### config.mk
export PLATFORM = sky130hd
export DESIGN_NAME = wb_rr_arbiter
export DESIGN_NICKNAME = d
export VERILOG_FILES = /design/src/rtl/wb_rr_arbiter.sv
export SDC_FILE = /design/constraint.sdc
export NUM_CORES = 1
export LEC_CHECK = 0
export BUFFER_PORTS_ARGS = -buffer_cell sky130_fd_sc_hd__buf_2
export CORE_AREA = 2 2 117 119
export DETAILED_ROUTE_END_ITERATION = 10
export DIE_AREA = 0 0 119 121
export GPL_ROUTABILITY_DRIVEN = 0
export PLACE_DENSITY = 0.54
export SLEW_MARGIN = 20
export SYNTH_ARGS = -nofsm -noshare
export SYNTH_HDL_FRONTEND = slang
export SYNTH_SLANG_ARGS = --single-unit
### constraint.sdc
create_clock -name clk -period 2.04 [get_ports clk]
set_input_delay 0.51 -clock clk [delete_from_list [all_inputs] [get_ports clk]]
set_output_delay 0.51 -clock clk [all_outputs]
set_load 0.01 [all_outputs]
### src/rtl/wb_rr_arbiter.sv
// -----------------------------------------------------------------------------
// wb_rr_arbiter
//
// Round-robin arbiter that lets N_MASTERS Wishbone masters share one slave.
// A master is granted when the arbiter is idle and it raises m_cyc. It then
// keeps the bus for as long as it holds m_cyc, so bursts are never
// interleaved. Once the owner drops m_cyc, the arbiter spends one cycle idle
// before it grants the next master. A per-strobe watchdog ends a stalled
// access with a one-cycle error pulse to the owner.
//
// Parameters
//   N_MASTERS      number of masters (2..4)
//   WB_ADDR_WIDTH  address width
//   WB_DATA_WIDTH  data width; SEL is WB_DATA_WIDTH/8 bits
//   TIMEOUT        stalled-strobe cycles before m_err fires (0 = disabled)
//
// Ports
//   clk, rstn                  clock; synchronous active-low reset
//   m_cyc/m_stb/m_we           per-master control bits
//   m_adr/m_dat_w/m_sel        per-master buses, master i in slice i
//   m_cti/m_bte                per-master burst tags, master i in slice i
//   m_ack/m_err                per-master response, only owner's bit active
//   m_dat_r                    read data, shared by all masters
//   s_*                        master-side bus to the single slave
//   s_dat_r/s_ack/s_err        slave responses
//   gnt                        registered one-hot grant, zero when idle
// -----------------------------------------------------------------------------
module wb_rr_arbiter #(
  parameter int N_MASTERS     = 2,
  parameter int WB_ADDR_WIDTH = 32,
  parameter int WB_DATA_WIDTH = 32,
  parameter int TIMEOUT       = 255
) (
  input  logic                                   clk,
  input  logic                                   rstn,
  input  logic [N_MASTERS-1:0]                   m_cyc,
  input  logic [N_MASTERS-1:0]                   m_stb,
  input  logic [N_MASTERS-1:0]                   m_we,
  input  logic [N_MASTERS*WB_ADDR_WIDTH-1:0]     m_adr,
  input  logic [N_MASTERS*WB_DATA_WIDTH-1:0]     m_dat_w,
  input  logic [N_MASTERS*(WB_DATA_WIDTH/8)-1:0] m_sel,
  input  logic [N_MASTERS*3-1:0]                 m_cti,
  input  logic [N_MASTERS*2-1:0]                 m_bte,
  output logic [N_MASTERS-1:0]                   m_ack,
  output logic [N_MASTERS-1:0]                   m_err,
  output logic [WB_DATA_WIDTH-1:0]               m_dat_r,
  output logic                                   s_cyc,
  output logic                                   s_stb,
  output logic                                   s_we,
  output logic [WB_ADDR_WIDTH-1:0]               s_adr,
  output logic [WB_DATA_WIDTH-1:0]               s_dat_w,
  output logic [WB_DATA_WIDTH/8-1:0]             s_sel,
  output logic [2:0]                             s_cti,
  output logic [1:0]                             s_bte,
  input  logic [WB_DATA_WIDTH-1:0]               s_dat_r,
  input  logic                                   s_ack,
  input  logic                                   s_err,
  output logic [N_MASTERS-1:0]                   gnt
);

  localparam int SEL_W = WB_DATA_WIDTH / 8;
  localparam int IDX_W = $clog2(N_MASTERS);

  typedef enum logic {
    IDLE  = 1'b0,
    OWNED = 1'b1
  } state_t;

  state_t             state, state_nxt;
  logic [IDX_W-1:0]   owner, owner_nxt;
  logic [IDX_W-1:0]   last_owner, last_owner_nxt;
  logic [IDX_W-1:0]   winner, cand;
  logic               found;
  logic [N_MASTERS-1:0] gnt_nxt;
  logic               owned;
  logic               timeout;

  // Per-master views of the packed input buses.
  logic [WB_ADDR_WIDTH-1:0] adr_a   [N_MASTERS];
  logic [WB_DATA_WIDTH-1:0] dat_w_a [N_MASTERS];
  logic [SEL_W-1:0]         sel_a   [N_MASTERS];
  logic [2:0]               cti_a   [N_MASTERS];
  logic [1:0]               bte_a   [N_MASTERS];

  for (genvar i = 0; i < N_MASTERS; i++) begin : g_unpack
    assign adr_a[i]   = m_adr[i*WB_ADDR_WIDTH +: WB_ADDR_WIDTH];
    assign dat_w_a[i] = m_dat_w[i*WB_DATA_WIDTH +: WB_DATA_WIDTH];
    assign sel_a[i]   = m_sel[i*SEL_W +: SEL_W];
    assign cti_a[i]   = m_cti[i*3 +: 3];
    assign bte_a[i]   = m_bte[i*2 +: 2];
  end

  // Round-robin pick: first requester scanning upward from last_owner+1.
  always_comb begin
    // NOTE: every variable written here gets a default first, otherwise
    // paths that skip an assignment would infer a latch.
    winner = '0;
    cand   = '0;
    found  = 1'b0;
    for (int i = 0; i < N_MASTERS; i++) begin
      cand = IDX_W'((int'(last_owner) + 1 + i) % N_MASTERS);
      if (!found && m_cyc[cand]) begin
        winner = cand;
        found  = 1'b1;
      end
    end
  end

  // Next-state logic for the ownership FSM.
  always_comb begin
    state_nxt      = state;
    owner_nxt      = owner;
    last_owner_nxt = last_owner;
    gnt_nxt        = gnt;
    unique case (state)
      IDLE: begin
        if (|m_cyc) begin
          state_nxt = OWNED;
          owner_nxt = winner;
          gnt_nxt   = N_MASTERS'(1) << winner;
        end
      end
      OWNED: begin
        // Dropping CYC ends the tenure; the slot goes idle for one cycle.
        if (!m_cyc[owner]) begin
          state_nxt      = IDLE;
          last_owner_nxt = owner;
          gnt_nxt        = '0;
        end
      end
      default: begin
        state_nxt = IDLE;
        gnt_nxt   = '0;
      end
    endcase
  end

  always_ff @(posedge clk) begin
    // NOTE: sequential state uses non-blocking assignments so every register
    // samples pre-edge values, independent of statement order.
    if (!rstn) begin
      state      <= IDLE;
      owner      <= '0;
      last_owner <= IDX_W'(N_MASTERS - 1);
      gnt        <= '0;
    end else begin
      state      <= state_nxt;
      owner      <= owner_nxt;
      last_owner <= last_owner_nxt;
      gnt        <= gnt_nxt;
    end
  end

  // Stall watchdog. It counts the owner's unanswered strobe cycles. When the
  // count reaches TIMEOUT, it terminates the access with an error. A
  // same-cycle ACK or ERR from the slave always takes priority.
  if (TIMEOUT > 0) begin : g_timeout
    localparam int CNT_W = $clog2(TIMEOUT + 1);
    logic [CNT_W-1:0] cnt;
    logic             stalled;

    assign stalled = (state == OWNED) && m_stb[owner] && !s_ack && !s_err;
    assign timeout = stalled && (cnt == CNT_W'(TIMEOUT));

    always_ff @(posedge clk) begin
      if (!rstn || !stalled || timeout) begin
        cnt <= '0;
      end else begin
        cnt <= cnt + 1'b1;
      end
    end
  end else begin : g_no_timeout
    assign timeout = 1'b0;
  end

  // Reset aborts ownership at once, including in the cycle it is asserted,
  // so a late slave response never reaches a master.
  assign owned   = (state == OWNED) && rstn;
  assign m_dat_r = s_dat_r;

  // Combinational routing between the owner and the slave.
  always_comb begin
    s_cyc   = 1'b0;
    s_stb   = 1'b0;
    s_we    = 1'b0;
    s_adr   = '0;
    s_dat_w = '0;
    s_sel   = '0;
    s_cti   = '0;
    s_bte   = '0;
    m_ack   = '0;
    m_err   = '0;
    if (owned) begin
      s_cyc        = m_cyc[owner];
      s_stb        = m_stb[owner] && !timeout;
      s_we         = m_we[owner];
      s_adr        = adr_a[owner];
      s_dat_w      = dat_w_a[owner];
      s_sel        = sel_a[owner];
      s_cti        = cti_a[owner];
      s_bte        = bte_a[owner];
      m_ack[owner] = s_ack;
      m_err[owner] = s_err || timeout;
    end
  end

endmodule

==> reports/metrics.yaml, run 1 <==
core_area_sq_um: 13090
setup_crit_start_kind: "flip-flop"
layout-area-overhead-vs-synth_pct: 73.97
synth_register_bits: 13
switching_part_of_the_total_power_pct: 32.61
total_switching_power_mw: 0.4154
critical_path_cell_with_the_highest_stage_delay: "dfxtp_4"
max_clk_rate_mhz: 498.5
cts_inserted_buffers: 3
dr_total_vias: 2632
post_synth_num_cell_types: 38
finish.net_count: 673
row_count: 42
clk_transition_reported_paths_ns: 0.04
number_of_antenna_violations_at_the_first_check_in_global_routing: 0
clock_latency_ns: 0.24
slew_headroom_pct: 82.85
placed_cell_area_sq_um: 3252
drc: 0
yosys_warnings: 0
critPathMaxFanout: 7
grt_use_total_pct: 11.48
pin_count_of_the_biggest_net_entering_global_routing: 53
fraction_of_post_synthesis_cell_area_in_the_top_cell_type_by_area_pct: 37.36
p_per_area_nw_per_um2: 364.3
final-setup-viol-count: 0
cts_tree: "done"
route.final.wire_length_um: 9535
post_drt_wl_per_cell_um: 14.47
finalMaxSlewViolations: 0
crit_path_max_incr_delay_ns: 0.45
initial_core_util_pct: 15.36
cp.arrival_ns: 1.50
async_set_or_reset_flop_fraction_in_the_synthesized_netlist_pct: 0
final_min_period_over_clock_period_pct: 98.33
worst_setup_path_end_kind: "output port"
final_design_area_no_fill_sq_um: 3496
maxCapViolations: 0
synth_enable_flop_cells: 0
number_of_design_rule_violations_left_by_the_first_detailed_router_iteration: 91
io_buffer_count: 237
final_hold_viol_count: 0
pwr-share-clk_pct: 28.7
timing.hold.ws_ns: 0.4313
proportion_of_power_drawn_by_combinational_gates_pct: 49.6
cts_sinks: 13
syn_nets: 455
synthesis.area_per_instance_sq_um: 7.554
finClkSkew_ns: 0.002465
crit_chain: "mux2_4 -> a41oi_2 -> nor3b_2 -> buf_2"
post_synth_inst_count: 266
die_outline_area_sq_um: 14400
synth_ff_type: "dfxtp_1"
dieWidth_um: 119
final.setup.tns_ns: 0
ir_drop_v: 0.0001866
netlist_area_sq_um: 2009
cts_max_path_buffers: 2
detail_route.first_pass.iterations: 4
hold_path.class: "flip-flop to flip-flop"
ant_nets: 0
synth_area_leaders: "mux2i_1 37%, nor2_1 14%, buf_4 13%"
worst_path_required_time_ns: 1.53
seq_power_share_pct: 21.7
tightest_slew_ns: 0.2500
cts-htree-levels: 1
synth_sequential_area_ratio_pct: 12.95
filler_cell_count: 1496
place.detailed.hpwl_um: 7892
cts_hold_buf: 0
drive_gt1_share_pct: 58.59
antenna_cells_inserted: 0
clockRootBuffer: "clkbuf_16"
globalRoute.totalOverflow: 0
internal-power_mw: 0.8582
grt_first_pass_wirelength_um: 12950
die_height_um: 121
boundaryPins: 302
cellLeakagePower_nw: 1.823
drt-vias-per-instance: 3.994
timing.final.crit_period_ns: 2.006
vias_in_the_first_global_route: 2401
type_of_the_worst_setup_path: "flip-flop to output port"
synth_largest_area_cell: "mux2i_1"
status: "completed"
layout by cell type (no fill, tap or decap), types with 2 or more instances in the layout:
master / instances
buf_2: 237
nor2_1: 76
mux2i_1: 72
buf_4: 19
dfxtp_1: 10
nor3_1: 5
clkbuf_16: 5
nand2_1: 4
o21ai_0: 3
a21oi_1: 3
nand2b_1: 3
buf_6: 3
buf_12: 3
mux2i_4: 2
and2_1: 2
nor3b_2: 2
inv_1: 2
a211o_1: 2
or3_1: 2
xor2_1: 2
dfxtp_2: 2
cell usage after synthesis (2+ instances only):
cell type  count
nor2_1        76
mux2i_1       75
buf_4         35
dfxtp_1       13
buf_2         10
nand2_1        5
nor3_1         5
clkbuf_1       4
a21oi_1        3
nand2b_1       3
o21ai_0        3
a211o_1        2
a41oi_1        2
and2_1         2
inv_1          2
nor3b_1        2
or3_1          2
xor2_1         2
layer usage:
layer  up-vias  track usage (%)  share of wire [%]
met3        14            2.209                7.7
li1       1308                -                  -
met1      1147            15.22                 44
met5         -                0                  0
met4         0            1.935               0.81
met2       163            19.61                 47
worst paths after layout:
kind	to	from	cells past startpoint	slack (ns)
max reg2reg	gnt[1]	owner	5	0.66
min reg2reg	g_timeout.cnt[0]	g_timeout.cnt[0]	1	0.43
max	m_err[1]	owner	4	0.03
min	g_timeout.cnt[0]	g_timeout.cnt[0]	1	0.43
flip-flops by register name (all words and copies together) (netlist names):
name and cells:
last_owner 1, state 1, g_timeout.cnt 8, gnt 2, owner 1
cells by family after synthesis:
group	count (synthesis)	synth area share, %
simple gates	103	23.16
mux	76	38.11
xor+xnor	3	1.308
compound gates	17	6.414
fa+ha+maj	1	0.6226
buf+inv	53	17.43
flops	13	12.95
stage by stage:
| stage | power [mW] | instances | setup slack, ns | utilization [%] |
|---|---|---|---|---|
| CTS | 1.259 | 652 | 0.005756 | 25.70 |
| floorplan | 0.6275 | 266 | 0.2348 | - |
| global route | 1.353 | 659 | -0.02286 | 26.72 |
| finish | 1.274 | 659 | 0.03399 | 26.72 |
| global placement | 0.8722 | 646 | 0.1337 | 24.85 |
| detailed placement | 0.8731 | 646 | 0.1426 | 24.85 |
layout make-up:
class	instances	area, sq um	share of cell area, %
clock buffer	4	78.83	2.255
sequential	13	266.5	7.623
inverter	2	7.507	0.2147
timing repair buffer	264	1473	42.13
tap	176	220.2	6.299
multi-input combinational	200	1450	41.48
critical path: cells and delay by family (launching register included):
family,cells,cell delay (ns)
muxes,1,0.34
and+or+nand+nor,1,0.07
AOI/OAI and AO/OA,1,0.25
buffers and inverters,1,0.14
DFF,1,0.45
power by group through the flow:
stage,logic (mW),clock network [mW],registers [mW]
after CTS,0.607,0.377,0.276
final,0.632,0.366,0.276
after global routing,0.689,0.387,0.277
after floorplan,0.353,0,0.274
after detailed placement,0.590,0,0.283
after global placement,0.589,0,0.283
timing repair:
action,4_1_cts,5_1_grt
setup buffers,2,5
pin swaps,1,2
endpoints found under the setup margin,7,20
gates cloned,0,2
gates resized for setup,6,8
Note: power is estimated with default switching activity, not from simulation.
==> run 2: changes to the inputs <==
--- a/config.mk
+++ b/config.mk
@@ -6,10 +6,11 @@
 export NUM_CORES = 1
 export LEC_CHECK = 0
+export ABC_AREA = 1
 export BUFFER_PORTS_ARGS = -buffer_cell sky130_fd_sc_hd__buf_2
-export CORE_AREA = 2 2 117 119
+export CORE_AREA = 2 2 118 120
 export DETAILED_ROUTE_END_ITERATION = 10
-export DIE_AREA = 0 0 119 121
+export DIE_AREA = 0 0 120 122
 export GPL_ROUTABILITY_DRIVEN = 0
-export PLACE_DENSITY = 0.54
+export PLACE_DENSITY = 0.53
 export SLEW_MARGIN = 20
 export SYNTH_ARGS = -nofsm -noshare
==> constraint.sdc (replaced) <==
create_clock -name clk -period 2.04 [get_ports clk]
set_input_delay 0.51 -clock clk [delete_from_list [all_inputs] [get_ports clk]]
set_output_delay 0.51 -clock clk [all_outputs]
set_load 0.05 [all_outputs]
==> run 2 against run 1 <==
  * Design area hardly changed
  * Sequential share of layout area hardly changed
  * Highest routed layer unchanged
  * Worst setup slack better by 0.035 ns
  * Largest cell class unchanged
  * Combinational power is 43% higher
  * Synthesized cell count is 42% higher
  * Clock-buffer cell count stayed put
  * Utilization is 0.85 points lower
==> reports/metrics.yaml, run 2 <==
status: "completed"  # unchanged
route.final.wire_length_um: 9485  # was 9535 um
place.detailed.hpwl_um: 7281  # was 7892 um
number_of_antenna_violations_at_the_first_check_in_global_routing: 0  # unchanged
slew_headroom_pct: 72.60  # was 82.85%
syn_nets: 566  # was 455
synth_enable_flop_cells: 0  # unchanged
cp.arrival_ns: 1.46  # was 1.50 ns
detailedPlace.worstSlack_ns: 0.06303  # was 0.1426 ns
detail_route.first_pass.iterations: 4  # unchanged
drc: 0  # unchanged
worst_setup_path_end_kind: "output port"  # unchanged
post_synth_inst_count: 377  # was 266
final-setup-viol-count: 0  # unchanged
final.setup.tns_ns: 0  # unchanged
antenna_cells_inserted: 0  # unchanged
synth_ff_type: "dfxtp_1"  # unchanged
synth_area_leaders: "nand2_1 32%, a21oi_1 20%, buf_4 14%"  # was mux2i_1 37%, nor2_1 14%, buf_4 13%
clockRootBuffer: "clkbuf_16"  # unchanged
cts_tree: "done"  # unchanged
dr_total_vias: 3002  # was 2632
maxCapViolations: 0  # unchanged
clock_latency_ns: 0.24  # about the same
sequential_standard_cell_area_sq_um: 267.8  # was 266.5 sq um
gr-usage-met2_pct: 18.36  # was 19.61%
ant_nets: 0  # unchanged
layout-area-overhead-vs-synth_pct: 74.72  # was 73.97%
cts-htree-levels: 1  # unchanged
dieWidth_um: 120  # was 119 um
number_of_design_rule_violations_left_by_the_first_detailed_router_iteration: 107  # was 91
placed_cells: 747  # was 646
largest_register_ff_count: 8  # unchanged
boundaryPins: 302  # unchanged
pin_count_of_the_biggest_net_entering_global_routing: 41  # was 53
setup_crit_start_kind: "flip-flop"  # unchanged
core_area_sq_um: 13500  # was 13090 sq um
drive_gt1_share_pct: 49.04  # was 58.59%
final_design_area_no_fill_sq_um: 3493  # was 3496 sq um
tightest_slew_ns: 0.4066  # was 0.2500 ns
r2r_start: "g_timeout.cnt[0]"  # was owner
hold_path.class: "flip-flop to flip-flop"  # unchanged
worst_path_required_time_ns: 1.53  # about the same
grt_use_total_pct: 11.11  # was 11.48%
layoutNonFillerInstCount: 753  # was 659
drt-vias-per-instance: 3.987  # was 3.994
grt_first_pass_wirelength_um: 13190  # was 12950 um
post_drt_wl_per_cell_um: 12.60  # was 14.47 um
vias_in_the_first_global_route: 2619  # was 2401
synthesis.area_per_instance_sq_um: 5.303  # was 7.554 sq um
yosys_warnings: 0  # unchanged
yosysMostFrequentCell: "nand2_1"  # was nor2_1
cts_sinks: 13  # unchanged
final_common_cell: "buf_2"  # unchanged
globalRoute.totalOverflow: 0  # unchanged
max_clk_rate_mhz: 507.5  # was 498.5 MHz
row_count: 43  # was 42
biggest_regs: "g_timeout.cnt x8, gnt x2"  # unchanged
finish.utilization_pct: 25.87  # was 26.72%
die_outline_area_sq_um: 14640  # was 14400 sq um
clk_transition_reported_paths_ns: 0.05  # was 0.04 ns
async_set_or_reset_flop_fraction_in_the_synthesized_netlist_pct: 0  # unchanged
synth_sequential_area_ratio_pct: 13.02  # was 12.95%
area_of_combinational_cells_with_multiple_inputs_sq_um: 1359  # was 1450 sq um
finalMaxSlewViolations: 0  # unchanged
post_synth_num_cell_types: 21  # was 38
critPathMaxFanout: 34  # was 7
timing.final.crit_period_ns: 1.971  # was 2.006 ns
cts_inserted_buffers: 3  # unchanged
initial_core_util_pct: 14.81  # was 15.36%
top_usage_layer: "met2"  # unchanged
cts_max_path_buffers: 2  # unchanged
p_per_area_nw_per_um2: 445.7  # was 364.3 nW/um^2
die_height_um: 122  # was 121 um
synth_register_bits: 13  # unchanged
final_hold_viol_count: 0  # unchanged
cp-startpoint: "owner"  # unchanged
grtUsageMet1_pct: 14.20  # was 15.22%
type_of_the_worst_setup_path: "flip-flop to output port"  # unchanged
timing.final.ws_setup_ns: 0.06944  # was 0.03399 ns
fraction_of_post_synthesis_cell_area_in_the_top_cell_type_by_area_pct: 32.48  # was 37.36%
grt.met3_usage_pct: 3.090  # was 2.209%
post_synth_most_frequent_cells: "173 x nand2_1, 80 x a21oi_1, 38 x buf_4"  # was 76 x nor2_1, 75 x mux2i_1, 35 x buf_4
finClkSkew_ns: 0.001015  # was 0.002465 ns
synth_largest_area_cell: "nand2_1"  # was mux2i_1
final_min_period_over_clock_period_pct: 96.60  # was 98.33%
finish.net_count: 763  # was 673
filler_cell_count: 1547  # was 1496
top_register: "g_timeout.cnt"  # unchanged
netlist_area_sq_um: 1999  # was 2009 sq um
ir_drop_v: 0.0002906  # was 0.0001866 V
holdCritStartpoint: "g_timeout.cnt[0]"  # unchanged
placed_cell_area_sq_um: 3282  # was 3252 sq um
layout.cells.most_common_list: "214 x buf_2, 171 x nand2_1, 65 x a21oi_1"  # was 237 x buf_2, 76 x nor2_1, 72 x mux2i_1
cellLeakagePower_nw: 1.945  # was 1.823 nW
io_buffer_count: 237  # unchanged
==> run 2: cell count changes after synthesis, sizes merged, moves of 5 or more <==
cell,previous run,this run
a21oi,3,80
nor2,76,15
nor3,5,0
nand2,5,175
nand3,3,9
mux2i,75,0
buf,47,52
inv,2,17
==> run 2: per-stage QoR <==
step | hold WS [ns] | power [mW]
floorplan | 0.4176 | 1.014
global placement | 0.4344 | 1.165
detailed placement | 0.4469 | 1.163
CTS | 0.4181 | 1.548
global route | 0.4653 | 1.641
finish | 0.4440 | 1.557
==> run 2: final cells by class <==
cell class              count  share of cell area [%]
clock buffers               4                   2.256
inverters                  17                   1.898
multi-input cells         290                   38.90
flip-flops and latches     13                   7.665
well taps                 180                   6.447
repair buffers            249                   42.84
==> run 2: logic make-up (layout without fill, tap and decap cells) <==
logic type	count (synthesis)	in the layout	share of synthesized area (%)
XOR/XNOR	3	3	1.314
flip-flops	13	13	13.02
AO/OA/AOI/OAI	85	85	21.78
adder cells (fa/ha/maj)	1	1	0.6257
AND/OR/NAND/NOR	201	201	39.17
buffers and inverters	74	270	24.09
==> run 2: what timing repair did <==
item / 4_1_cts / 5_1_grt
resized for setup: 5 / 33
cloned: 0 / 1
pin swaps: 4 / 3
endpoints found under the hold margin: 0 / 0
buffers inserted: 1 / 0
hold buffers: 0 / 0
setup endpoints to repair: 29 / 39
==> run 2: path summary, 6_finish.rpt <==
path	to	slack, ns	cells past startpoint
setup / recovery	s_adr[1]	0.07	5
hold / removal	g_timeout.cnt[0]	0.44	1
setup reg to reg	g_timeout.cnt[7]	0.83	7
hold reg to reg	g_timeout.cnt[0]	0.44	1
==> run 2: routing by layer <==
metal | wire length (um) | vias to the layer above
met3 | 795 | 17
met5 | 0 | -
met1 | 4198 | 1303
met4 | 155 | 0
met2 | 4336 | 131
li1 | - | 1551
==> run 2: report_power, final <==
group          total [mW]  switching, mW  internal (mW)
combinational       0.902          0.601          0.301
sequential          0.277         0.0115          0.266
clock               0.378          0.114          0.264
total                1.56          0.726          0.831
==> run 2: critical path, stage by stage, from the launching register on <==
cell and delay (ns):
dfxtp_4 0.37, inv_4 0.13, buf_12 0.20, nand2_1 0.08
a21oi_1 0.13, buf_2 0.29
